**config.mk**
```make
export PLATFORM = sky130hd
export DESIGN_NAME = conv_window_ctrl
export DESIGN_NICKNAME = d
export VERILOG_FILES = /design/src/rtl/conv_window_ctrl.sv
export SDC_FILE = /design/constraint.sdc
export NUM_CORES = 1
export LEC_CHECK = 0
export BUFFER_PORTS_ARGS = -buffer_cell sky130_fd_sc_hd__buf_4
export CORE_MARGIN = 4
export CORE_UTILIZATION = 60
export CTS_CLUSTER_SIZE = 16
export DETAILED_ROUTE_END_ITERATION = 8
export PLACE_DENSITY = 0.81
export SLEW_MARGIN = 10
export SYNTH_ARGS = -nofsm -noshare
export SYNTH_HDL_FRONTEND = slang
export SYNTH_SLANG_ARGS = --single-unit
```
**constraint.sdc**
```tcl
create_clock -name clk -period 3.2 [get_ports clk]
set_input_delay 0.16 -clock clk [delete_from_list [all_inputs] [get_ports clk]]
set_output_delay 0.16 -clock clk [all_outputs]
set_load 0.02 [all_outputs]
```
**src/rtl/conv_window_ctrl.sv**
```systemverilog
`default_nettype none
// ============================================================================
// Module      : conv_window_ctrl
// Description : Raster-stream window tracker; flags pixels completing a KxK
//               window under a given stride, with start/done frame framing.
// Revision    : 1.0 - initial parametrised release
// ============================================================================
module conv_window_ctrl #(
  parameter int IMAGE_WIDTH  = 28,
  parameter int IMAGE_HEIGHT = 28,
  parameter int KERNEL_SIZE  = 5,
  parameter int STRIDE       = 1,
  parameter int CNT_W        = 8
) (
  input  logic             clk,
  input  logic             reset,
  input  logic             i_start,
  input  logic             i_pix_valid,
  output logic             o_pix_ready,
  output logic             o_busy,
  output logic             o_enable,
  output logic [CNT_W-1:0] o_out_row,
  output logic [CNT_W-1:0] o_out_col,
  output logic             o_frame_done
);

  localparam logic [CNT_W-1:0] c_W_LAST = CNT_W'(IMAGE_WIDTH - 1);
  localparam logic [CNT_W-1:0] c_H_LAST = CNT_W'(IMAGE_HEIGHT - 1);
  localparam logic [CNT_W-1:0] c_K_LAST = CNT_W'(KERNEL_SIZE - 1);
  localparam logic [CNT_W-1:0] c_S_LAST = CNT_W'(STRIDE - 1);
  localparam logic [CNT_W-1:0] c_ONE    = CNT_W'(1);

  typedef enum logic [1:0] {
    S_IDLE   = 2'd0,
    S_STREAM = 2'd1,
    S_DONE   = 2'd2
  } state_t;

  state_t           r_state;
  logic [CNT_W-1:0] r_in_col;
  logic [CNT_W-1:0] r_in_row;
  logic [CNT_W-1:0] r_col_phase;
  logic [CNT_W-1:0] r_row_phase;
  logic [CNT_W-1:0] r_ocol_cnt;
  logic [CNT_W-1:0] r_orow_cnt;
  logic             r_enable;
  logic             r_frame_done;
  logic [CNT_W-1:0] r_out_row;
  logic [CNT_W-1:0] r_out_col;

  logic w_accept;
  logic w_row_ok;
  logic w_col_ok;
  logic w_row_end;
  logic w_last;
  logic w_window;

  assign w_accept  = (r_state == S_STREAM) && i_pix_valid;
  assign w_row_ok  = (r_in_row >= c_K_LAST);
  assign w_col_ok  = (r_in_col >= c_K_LAST);
  assign w_row_end = (r_in_col == c_W_LAST);
  assign w_last    = w_row_end && (r_in_row == c_H_LAST);
  // Phase zero on both axes marks a stride-aligned window position.
  assign w_window  = w_row_ok && w_col_ok && (r_row_phase == '0) && (r_col_phase == '0);

  always_ff @(posedge clk or posedge reset) begin
    if (reset) begin
      r_state      <= S_IDLE;
      r_in_col     <= '0;
      r_in_row     <= '0;
      r_col_phase  <= '0;
      r_row_phase  <= '0;
      r_ocol_cnt   <= '0;
      r_orow_cnt   <= '0;
      r_enable     <= 1'b0;
      r_frame_done <= 1'b0;
      r_out_row    <= '0;
      r_out_col    <= '0;
    end else begin
      r_enable     <= 1'b0;
      r_frame_done <= 1'b0;
      case (r_state)
        S_IDLE: begin
          if (i_start) begin
            r_in_col    <= '0;
            r_in_row    <= '0;
            r_col_phase <= '0;
            r_row_phase <= '0;
            r_ocol_cnt  <= '0;
            r_orow_cnt  <= '0;
            r_state     <= S_STREAM;
          end
        end
        S_STREAM: begin
          if (w_accept) begin
            if (w_window) begin
              r_enable   <= 1'b1;
              r_out_row  <= r_orow_cnt;
              r_out_col  <= r_ocol_cnt;
              r_ocol_cnt <= r_ocol_cnt + c_ONE;
            end
            if (w_col_ok) begin
              r_col_phase <= (r_col_phase == c_S_LAST) ? '0 : r_col_phase + c_ONE;
            end
            if (w_row_end) begin
              r_in_col    <= '0;
              r_in_row    <= r_in_row + c_ONE;
              r_col_phase <= '0;
              r_ocol_cnt  <= '0;
              // Output row advances only after a row that produced windows.
              if (w_row_ok) begin
                r_row_phase <= (r_row_phase == c_S_LAST) ? '0 : r_row_phase + c_ONE;
                if (r_row_phase == '0) begin
                  r_orow_cnt <= r_orow_cnt + c_ONE;
                end
              end
            end else begin
              r_in_col <= r_in_col + c_ONE;
            end
            if (w_last) begin
              r_frame_done <= 1'b1;
              r_state      <= S_DONE;
            end
          end
        end
        S_DONE: begin
          r_state <= S_IDLE;
        end
        default: begin
          r_state <= S_IDLE;
        end
      endcase
    end
  end

  assign o_pix_ready  = (r_state == S_STREAM);
  assign o_busy       = (r_state != S_IDLE);
  assign o_enable     = r_enable;
  assign o_frame_done = r_frame_done;
  assign o_out_row    = r_out_row;
  assign o_out_col    = r_out_col;

endmodule
`default_nettype wire

```
==> reports/metrics.csv, run 1 <==
metric,value,unit
final hold vios,0,
"Avg Cell Area, Syn",9.93,sq um
"commonest non-fill, non-tap cell in the layout",dfrtp_1,
HPWL Detailed,4850,um
Slew @ Worst Pin,0.734,ns
Worst EP arrival,2.89,ns
Hold EP,r_state[0],
post-synthesis register bit count,68,
clock transition at the registers of the reported paths,0.07,ns
Crit Path Category,flop to flop,
DIE AREA,7000,sq um
initial DRC count,111,
DRC viols,0,
total track usage,22.0,%
r2r setup slk,0.57,ns
Post-Route WL,6970,um
routed length per placed instance,15.5,um
Fin Clk Skew,0.0104,ns
leak pwr,1.85,nW
R2R cell count,7,
ys async rst share,100,%
Clock Sinks,68,
Max VDD drop,0.476,mV
Final min period,2.63,ns
Rows,27,
max cap viols,0,
maximum fanout along the worst path,10,
"area leader, netlist",dfrtp_1,
Die H,83.7,um
total negative setup slack,0,ns
Hold WC Path Type,input pin to flop,
CP Launch Type,flop,
PwrDens,547,nW/um^2
Die Wd,83.7,um
H-tree depth,3,
Worst Slack Setup Final,0.575,ns
n_diodes,0,
pin count of the biggest net entering global routing,45,
post-CTS setup buffer count,0,
post-synthesis cell count,346,
Crit Reg-Reg Startpoint,r_row_phase[0],
I/O pins,24,
final-report max-slew violation count,0,
ANT nets after route,0,
GRT overflow,0,
antenna violations before repair,0,
RSZ-0062 raised after global routing,false,
fraction of final layout cells sized beyond drive strength 1,17.8,%
area of the mapped netlist,3440,sq um
Worst setup EP type,flop,
Vias,2665,
net count after synthesis,360,
CTS Root Cell,clkbuf_8,
Tcrit/Tclk final,82.0,%
vias in the first global route,2675,
GPL Wtd Cong,0.898,
Max clock buf depth,2,
sequential share of the synthesized area,49.5,%
"EDFF count, synth",0,
Total Nets Final,388,
initial core utilization,62.0,%
TritonCTS clock tree,yes,
RR Endpoint,r_orow_cnt[5],
status,"complete, no violations",
core area,5540,sq um
Max-slew headroom,50.7,%
hold_sp,i_start,
Yosys warnings,0,
top cell type's share of synthesized area,49.5,%
Synth Flop Type,dfrtp_1,
pre-CTS setup slack,0.631,ns
CP required,3.47,ns
I/O Buffers,23,
ranking of synthesized cells by area,"dfrtp_1 (50%), mux2_2 (4.9%), o21ai_0 (4.1%)",
global-route wire length before repair,12600,um
final core occ,70.2,%
Layout area overhead,13.2,%
Num CTS Buffers,9,
post-synth cell types,48,
Setup-failing EPs final,0,
hold depth,3,
drt pass-1 iters,4,
via/cell ratio,5.94,
most frequent cells in the layout,"dfrtp_1 (68), nand2_1 (33), nor2_1 (30)",
Worst-Skew Late Latency,0.34,ns
Fmax achieved,381,MHz
[routing by layer]
metal / GRT usage, % / vias up / part of all wire [%]
li1: - / 1295 / -
met1: 30.9 / 1285 / 48
met2: 32.5 / 73 / 46
met3: 6.32 / 12 / 4.6
met4: 8.33 / 0 / 1.7
met5: 0 / - / 0
[cell usage after synthesis (5+ instances only)]
cell,number
dfrtp_1,68
nand2_1,33
nor2_1,30
o21ai_0,28
nand3_1,17
mux2_2,15
inv_1,14
a21oi_1,13
nand4_1,12
or3_1,11
ha_1,10
clkbuf_1,9
and3_1,8
nor3_1,8
xor2_1,8
a21o_1,5
o31ai_1,5
xnor2_1,5
[stage by stage]
stage | cells | power [mW] | hold WS [ns] | instance area [sq um]
floorplan | 346 | 1.33 | 0.277 | 3440
global placement | 434 | 1.41 | 0.220 | 3690
detailed placement | 434 | 1.43 | 0.227 | 3690
CTS | 449 | 2.13 | 0.0434 | 3890
global route | 449 | 2.25 | 0.0650 | 3890
finish | 449 | 2.13 | 0.0507 | 3890
[cell type report]
type | instances | area [sq um]
fillers | 427 | 1650
repair buffers | 29 | 220
flip-flops and latches | 68 | 1700
clock inverters | 2 | 35.0
inverters | 15 | 56.3
multi-input cells | 251 | 1630
clock buffers | 12 | 155
well taps | 72 | 90.1
[critical path, cell delays in order, from the launching register on]
cell,delay [ns]
dfrtp_1,0.41
inv_1,0.07
ha_1,0.14
or4b_4,0.49
o41ai_4,0.52
nand3_4,0.20
or4_1,0.54
a21oi_1,0.17
[state kept, by name (all words and copies together) (netlist names)]
signal / cells
o_enable: 1
o_frame_done: 1
o_out_col: 8
o_out_row: 8
r_col_phase: 8
r_in_col: 8
r_in_row: 8
r_ocol_cnt: 8
r_orow_cnt: 8
r_row_phase: 8
r_state: 2
[worst max-delay path by stage]
stage,start,end,slack [ns],cells after the start
2_1_floorplan,r_row_phase[0],o_out_col[1],0.76,8
3_3_place_gp,r_row_phase[0],r_orow_cnt[7],0.71,7
3_5_place_dp,r_row_phase[0],r_orow_cnt[5],0.63,7
6_report,r_row_phase[0],r_orow_cnt[5],0.57,7
5_1_grt,r_row_phase[1],r_ocol_cnt[5],0.40,7
4_1_cts,r_row_phase[0],r_orow_cnt[5],0.57,7
[logic make-up after synthesis]
logic type	after synthesis	share of synthesized area, %
buf+inv	27	3.02
simple gates	143	22.0
compound gates	66	12.4
fa+ha+maj	10	3.64
flops	68	49.5
xor+xnor	13	3.31
mux	19	6.15
[power by group]
group / switching (mW) / internal [mW] / leakage, nW
combinational: 0.219 / 0.144 / 0.837
sequential: 0.118 / 0.943 / 0.911
clock: 0.309 / 0.393 / 0.0983
total: 0.646 / 1.48 / 1.85
[timing repair]
action | CTS | global route
hold endpoints to repair | 24 | 0
resized for setup | 0 | 0
hold buffers | 1 | 0
Power figures use the tool's default switching activity.
==> run 2: changes to the inputs <==
CORE_UTILIZATION = 54   (was 60)
PLACE_DENSITY = 0.77   (was 0.81)
clock period = 2.17 ns   (was 3.2 ns; I/O delays follow)
==> run 2 against run 1 <==
  * The flow now finishes with violations (negative setup slack)
  * Clock power up 35%
  * Global-route usage down 0.85 points
  * Count of clock-buffer cells in the layout unchanged
  * Critical path type unchanged
  * Largest cell class is now multi-input gates
==> reports/metrics.csv, run 2 (synthesis gave the netlist of run 1 again) <==
metric,value,unit,change
r2r setup slk,-0.09,ns,was 0.57 ns
PwrDens,756,nW/um^2,was 547 nW/um^2
Vias,2820,,was 2665
Num CTS Buffers,9,,unchanged
Worst Slack Setup Final,-0.0891,ns,was 0.575 ns
Worst setup EP type,flop,,unchanged
DIE AREA,7710,sq um,was 7000 sq um
antenna violations before repair,0,,unchanged
Clock Sinks,68,,unchanged
RSZ-0062 raised after global routing,true,,was false
max cap viols,0,,unchanged
CP required,2.44,ns,was 3.47 ns
CP Launch Type,flop,,unchanged
Max VDD drop,0.434,mV,was 0.476 mV
"CP delay by family, top",simple AND/OR/NAND/NOR gates,,unchanged
n_diodes,0,,unchanged
GPL Wtd Cong,0.895,,was 0.898
ANT nets after route,0,,unchanged
Placed Instances,465,,was 434
maximum fanout along the worst path,4,,was 10
cells along the critical path,"inv_1, ha_1, or4b_4, o41ai_4, buf_4, nand3_4, or4_4, a21oi_2",,"was inv_1, ha_1, or4b_4, o41ai_4, nand3_4, or4_1, a21oi_1"
critical path launch point,r_row_phase[0],,unchanged
Crit path depth,8,,was 7
RR Endpoint,r_orow_cnt[5],,unchanged
Rows,28,,was 27
status,"finished, violations left",,"was complete, no violations"
Max clock buf depth,2,,unchanged
failing checks,negative setup slack,,
Tcrit/Tclk final,104,%,was 82.0%
clock transition at the registers of the reported paths,0.07,ns,about the same
global-route wire length before repair,12700,um,was 12600 um
leak pwr,2.02,nW,was 1.85 nW
GRT overflow,0,,unchanged
pin count of the biggest net entering global routing,47,,was 45
Hold WC Path Type,input pin to flop,,unchanged
TritonCTS clock tree,yes,,unchanged
Worst EP arrival,2.53,ns,was 2.89 ns
Slew @ Worst Pin,0.509,ns,was 0.734 ns
I/O Buffers,23,,unchanged
vias in the first global route,2731,,was 2675
Critical-path top delay cell,or4_4,,was or4_1
Max-slew headroom,65.1,%,was 50.7%
CTS Root Cell,clkbuf_8,,unchanged
pre-CTS setup slack,-0.207,ns,was 0.631 ns
total track usage,21.2,%,was 22.0%
HPWL Detailed,5220,um,was 4850 um
Finished Layout Cells,486,,was 449
CP Capture Point,r_orow_cnt[5],,unchanged
Total Nets Final,422,,was 388
final hold vios,0,,unchanged
Setup-failing EPs final,25,,was 0
Fmax achieved,443,MHz,was 381 MHz
DRC viols,0,,unchanged
Die Wd,87.8,um,was 83.7 um
fraction of final layout cells sized beyond drive strength 1,28.7,%,was 17.8%
initial core utilization,56.7,%,was 62.0%
Die H,87.8,um,was 83.7 um
Fin Clk Skew,0.00911,ns,was 0.0104 ns
final-report max-slew violation count,0,,unchanged
via/cell ratio,5.80,,was 5.94
max incr delay on CP,0.53,ns,was 0.54 ns
I/O pins,24,,unchanged
R2R cell count,8,,was 7
initial DRC count,198,,was 111
Layout area overhead,23.8,%,was 13.2%
Worst-Skew Late Latency,0.34,ns,about the same
Post-Route WL,7590,um,was 6970 um
Crit Reg-Reg Startpoint,r_row_phase[0],,unchanged
Crit Path Category,flop to flop,,unchanged
core area,6060,sq um,was 5540 sq um
routed length per placed instance,15.6,um,was 15.5 um
CP bufs+invs,2,,was 1
Final min period,2.26,ns,was 2.63 ns
H-tree depth,3,,unchanged
most frequent cells in the layout,"dfrtp_1 (68), buf_4 (57), nand2_1 (33)",,"was dfrtp_1 (68), nand2_1 (33), nor2_1 (30)"
drt pass-1 iters,4,,unchanged
"commonest non-fill, non-tap cell in the layout",dfrtp_1,,unchanged
## run 2: layer usage
layer  vias up  GRT usage, %  part of all wire [%]  routed length, um
li1       1357             -                     -                  -
met3        15          4.80                   4.7                353
met5         -             0                     0                  0
met2        64          34.1                    49               3720
met1      1384          27.5                    44               3370
met4         0          9.07                   2.0                153
## run 2: through the flow
step                instance area [sq um]  power, mW  TNS, ns  util, %  hold WS [ns]
floorplan                            3440       1.97    -1.86        -         0.225
global placement                     3930       2.20    -1.33     64.9         0.174
detailed placement                   3930       2.23    -2.36     64.9         0.178
CTS                                  4180       3.20   -0.515     69.0        0.0354
global route                         4260       3.41    -3.48     70.2        0.0988
finish                               4260       3.22   -0.626     70.2        0.0443
## run 2: final cells by class
class | instances | area (sq um)
clock inverters | 2 | 10.0
well taps | 75 | 93.8
clock buffers | 12 | 165
flip-flops and latches | 68 | 1700
multi-input cells | 251 | 1720
fillers | 453 | 1800
inverters | 15 | 56.3
repair buffers | 63 | 510
## run 2: how the worst min path moves through the flow
stage / end / from / cells past startpoint
2_1_floorplan: r_state[0] / i_start / 2
3_3_place_gp: o_out_row[6] / reset / 2
3_5_place_dp: r_orow_cnt[6] / reset / 2
4_1_cts: r_in_col[1] / i_pix_valid / 3
5_1_grt: r_in_col[1] / i_pix_valid / 3
6_report: r_in_col[1] / i_pix_valid / 3
## run 2: worst register-to-register path, delay by kind of cell (launching register included)
kind / cells / cell delay, ns
AOI/OAI and AO/OA: 2 / 0.33
adders and majority gates: 1 / 0.13
buffers and inverters: 2 / 0.25
DFF: 1 / 0.38
and+or+nand+nor: 3 / 1.10
## run 2: what timing repair did
item / in CTS / in global routing
resized for setup: 6 / 19
endpoints found under the setup margin: 29 / 37
hold endpoints to repair: 23 / 0
buffers inserted: 4 / 1
hold buffers: 2 / 0
pin swaps: 8 / 9
## run 2: report_power, final
group / leakage (nW) / total (mW) / switching, mW / internal, mW
clock: 0.0941 / 0.948 / 0.456 / 0.492
sequential: 0.911 / 1.54 / 0.149 / 1.39
combinational: 1.02 / 0.729 / 0.398 / 0.331
total: 2.02 / 3.22 / 1.00 / 2.21
==> run 3: changes to the inputs <==
ABC_AREA = 1   (was unset)
CORE_UTILIZATION = 55   (was 54)
HOLD_SLACK_MARGIN = 0.12   (was unset)
PLACE_DENSITY = 0.78   (was 0.77)
==> run 3 against run 2 <==
  * The flow now finishes without violations
  * Sequential cell count did not move
  * Count of clock-buffer cells in the layout decreased by 2
  * Die area is 8.8% higher
  * Combinational power is 40% higher
  * Cell count is 33% higher
  * Clock skew barely moved
  * Register-to-register slack gained 0.42 ns
  * Synthesized cell count is 49% higher
  * Power increased by 18%
  * Design area grew 2.6%
==> reports/metrics.csv, run 3 <==
metric,value,unit,change
DIE AREA,8380,sq um,was 7710 sq um
Finished Layout Cells,648,,was 486
final-report max-slew violation count,0,,unchanged
core area,6790,sq um,was 6060 sq um
clock power share,30.5,%,was 29.5%
Synth Flop Type,dfrtp_1,,unchanged
"Avg Cell Area, Syn",7.44,sq um,was 9.93 sq um
initial DRC count,222,,was 198
Layout area overhead,13.8,%,was 23.8%
post-CTS setup buffer count,0,,was 4
Worst Slack Setup Final,0.331,ns,was -0.0891 ns
CP required,2.41,ns,was 2.44 ns
hold depth,5,,was 3
CTS Root Cell,clkbuf_8,,unchanged
most common cell in the netlist,nand2_1,,was dfrtp_1
r2r setup slk,0.33,ns,was -0.09 ns
n_diodes,0,,unchanged
hold_sp,i_pix_valid,,unchanged
Hold EP,o_frame_done,,was r_in_col[1]
Total Power,3.78,mW,was 3.22 mW
GPL Wtd Cong,0.800,,was 0.895
"area leader, netlist",dfrtp_1,,unchanged
total negative setup slack,0,ns,was -0.626 ns
Hold WC Path Type,input pin to flop,,unchanged
final core occ,64.3,%,was 70.2%
CP Launch Type,flop,,unchanged
Post-Route WL,8480,um,was 7590 um
Placed Instances,630,,was 465
post-synth cell types,32,,was 48
CTS resizes,0,,was 6
maximum fanout along the worst path,10,,was 4
most frequent cells in the layout,"nand2_1 (173), dfrtp_1 (68), nand3_1 (59)",,"was dfrtp_1 (68), buf_4 (57), nand2_1 (33)"
Max-slew headroom,69.3,%,was 65.1%
area of the mapped netlist,3840,sq um,was 3440 sq um
RSZ-0062 raised after global routing,false,,was true
Flop pwr share,42.6,%,was 47.9%
pre-CTS setup slack,0.317,ns,was -0.207 ns
ANT nets after route,0,,unchanged
commonest cells in the netlist,"nand2_1 (173), dfrtp_1 (68), nand3_1 (59)",,"was dfrtp_1 (68), nand2_1 (33), nor2_1 (30)"
RR Endpoint,r_ocol_cnt[0],,was r_orow_cnt[5]
Fmax achieved,544,MHz,was 443 MHz
"EDFF count, synth",0,,unchanged
drt pass-1 iters,9,,was 4
Yosys warnings,0,,unchanged
GRT overflow,0,,unchanged
final instance area,4370,sq um,was 4260 sq um
total track usage,22.3,%,was 21.2%
Die Wd,91.6,um,was 87.8 um
max cap viols,0,,unchanged
Final min period,1.84,ns,was 2.26 ns
Die H,91.6,um,was 87.8 um
"commonest non-fill, non-tap cell in the layout",nand2_1,,was dfrtp_1
Crit Path Category,flop to flop,,unchanged
Total Nets Final,561,,was 422
max incr delay on CP,0.38,ns,was 0.53 ns
via/cell ratio,5.27,,was 5.80
CP bufs+invs,2,,unchanged
global-route wire length before repair,15200,um,was 12700 um
final hold vios,0,,unchanged
sequential share of the synthesized area,44.3,%,was 49.5%
R2R cell count,8,,unchanged
Fin Clk Skew,0.00861,ns,was 0.00911 ns
fraction of final layout cells sized beyond drive strength 1,11.6,%,was 28.7%
ranking of synthesized cells by area,"dfrtp_1 (44%), nand2_1 (17%), nand3_1 (7.7%)",,"was dfrtp_1 (50%), mux2_2 (4.9%), o21ai_0 (4.1%)"
vias in the first global route,3377,,was 2731
clock transition at the registers of the reported paths,0.08,ns,was 0.07 ns
H-tree depth,3,,unchanged
Max VDD drop,0.543,mV,was 0.434 mV
cells along the critical path,"ha_1, nand4_4, nand2_2, nand2_1, buf_4, buf_4, nand3_1, nand2_1",,"was inv_1, ha_1, or4b_4, o41ai_4, buf_4, nand3_4, or4_4, a21oi_2"
hold buffers post-CTS,2,,unchanged
sw frac,35.6,%,was 31.2%
final hold slack,0.205,ns,was 0.0443 ns
PwrDens,865,nW/um^2,was 756 nW/um^2
"CP delay by family, top",simple AND/OR/NAND/NOR gates,,unchanged
Clock Sinks,68,,unchanged
post-synthesis register bit count,68,,unchanged
Max clock buf depth,2,,unchanged
Rows,30,,was 28
Tcrit/Tclk final,84.7,%,was 104%
TritonCTS clock tree,yes,,unchanged
pin count of the biggest net entering global routing,69,,was 47
top cell type's share of synthesized area,44.3,%,was 49.5%
Worst setup EP type,flop,,unchanged
Crit Reg-Reg Startpoint,r_in_col[1],,was r_row_phase[0]
Slew @ Worst Pin,0.459,ns,was 0.509 ns
I/O Buffers,23,,unchanged
P_sw,1.35,mW,was 1.00 mW
leak pwr,2.29,nW,was 2.02 nW
Worst EP arrival,2.08,ns,was 2.53 ns
I/O pins,24,,unchanged
HPWL Detailed,5810,um,was 5220 um
net count after synthesis,530,,was 360
Power Internal,2.44,mW,was 2.21 mW
status,"complete, no violations",,"was finished, violations left"
Critical-path top delay cell,dfrtp_1,,was or4_4
Setup-failing EPs final,0,,was 25
DRC viols,0,,unchanged
Vias,3416,,was 2820
DP Area,4130,sq um,was 3930 sq um
routed length per placed instance,13.1,um,was 15.6 um
antenna violations before repair,0,,unchanged
ys async rst share,100,%,unchanged
combinational share of power,26.9,%,was 22.7%
Num CTS Buffers,9,,unchanged
Worst-Skew Late Latency,0.35,ns,was 0.34 ns
post-synthesis cell count,516,,was 346
initial core utilization,56.5,%,was 56.7%
run 3: cell types whose count changed in the layout (fill, tap and decap cells not counted), sizes merged, moves of 4 or more:
cell / change
or3: -11
and3: -8
nor2: +23
a21oi: -7
nand3b: +4
mux2: -17
buf: -28
nand2: +143
o31ai: -5
nand3: +42
inv: +34
a21o: -5
run 3: kinds of logic (layout without fill, tap and decap cells):
logic type / Yosys count / count (layout) / share of synthesized area, %
adder cells (fa/ha/maj): 10 / 10 / 3.26
AND/OR/NAND/NOR: 318 / 318 / 36.3
flip-flops: 68 / 68 / 44.3
AO/OA/AOI/OAI: 40 / 40 / 5.70
buffers and inverters: 66 / 102 / 7.27
XOR/XNOR: 14 / 14 / 3.19
run 3: area by class of cell:
type | count | area [sq um]
Fill cell | 613 | 2420
Timing Repair Buffer | 35 | 280
Clock buffer | 10 | 128
Tap cell | 96 | 120
Inverter | 51 | 191
Multi-Input combinational cell | 382 | 1860
Sequential cell | 68 | 1700
Clock inverter | 6 | 88.8
run 3: how the worst max path moves through the flow:
stage          slack [ns]         from             end  cells after the start
2_1_floorplan        0.35        reset        o_enable                      1
3_3_place_gp         0.43   r_state[1]  r_row_phase[7]                      7
3_5_place_dp         0.32  r_in_col[1]   r_ocol_cnt[0]                      8
4_1_cts              0.32  r_in_col[1]   r_ocol_cnt[0]                      8
5_1_grt              0.15  r_in_col[1]   r_orow_cnt[0]                      7
6_report             0.33  r_in_col[1]   r_ocol_cnt[0]                      8
run 3: worst register-to-register path, stage by stage (launching register included):
cell	delay (ns)
dfrtp_1	0.38
ha_1	0.26
nand4_4	0.19
nand2_2	0.13
nand2_1	0.22
buf_4	0.24
buf_4	0.15
nand3_1	0.09
nand2_1	0.07
run 3: routing by layer:
metal,part of all wire [%],up-vias,track usage (%)
met5,0,-,0
met4,1.6,0,8.17
met1,45,1620,28.6
li1,-,1713,-
met3,3.6,14,4.56
met2,49,69,36.9
run 3: power groups by stage:
stage	registers [mW]	clock network [mW]	logic (mW)
after floorplan	1.63	0	0.715
after global placement	1.62	0	0.971
after detailed placement	1.63	0	1.01
after CTS	1.61	1.17	1.03
after global routing	1.64	1.23	1.16
final	1.61	1.15	1.02
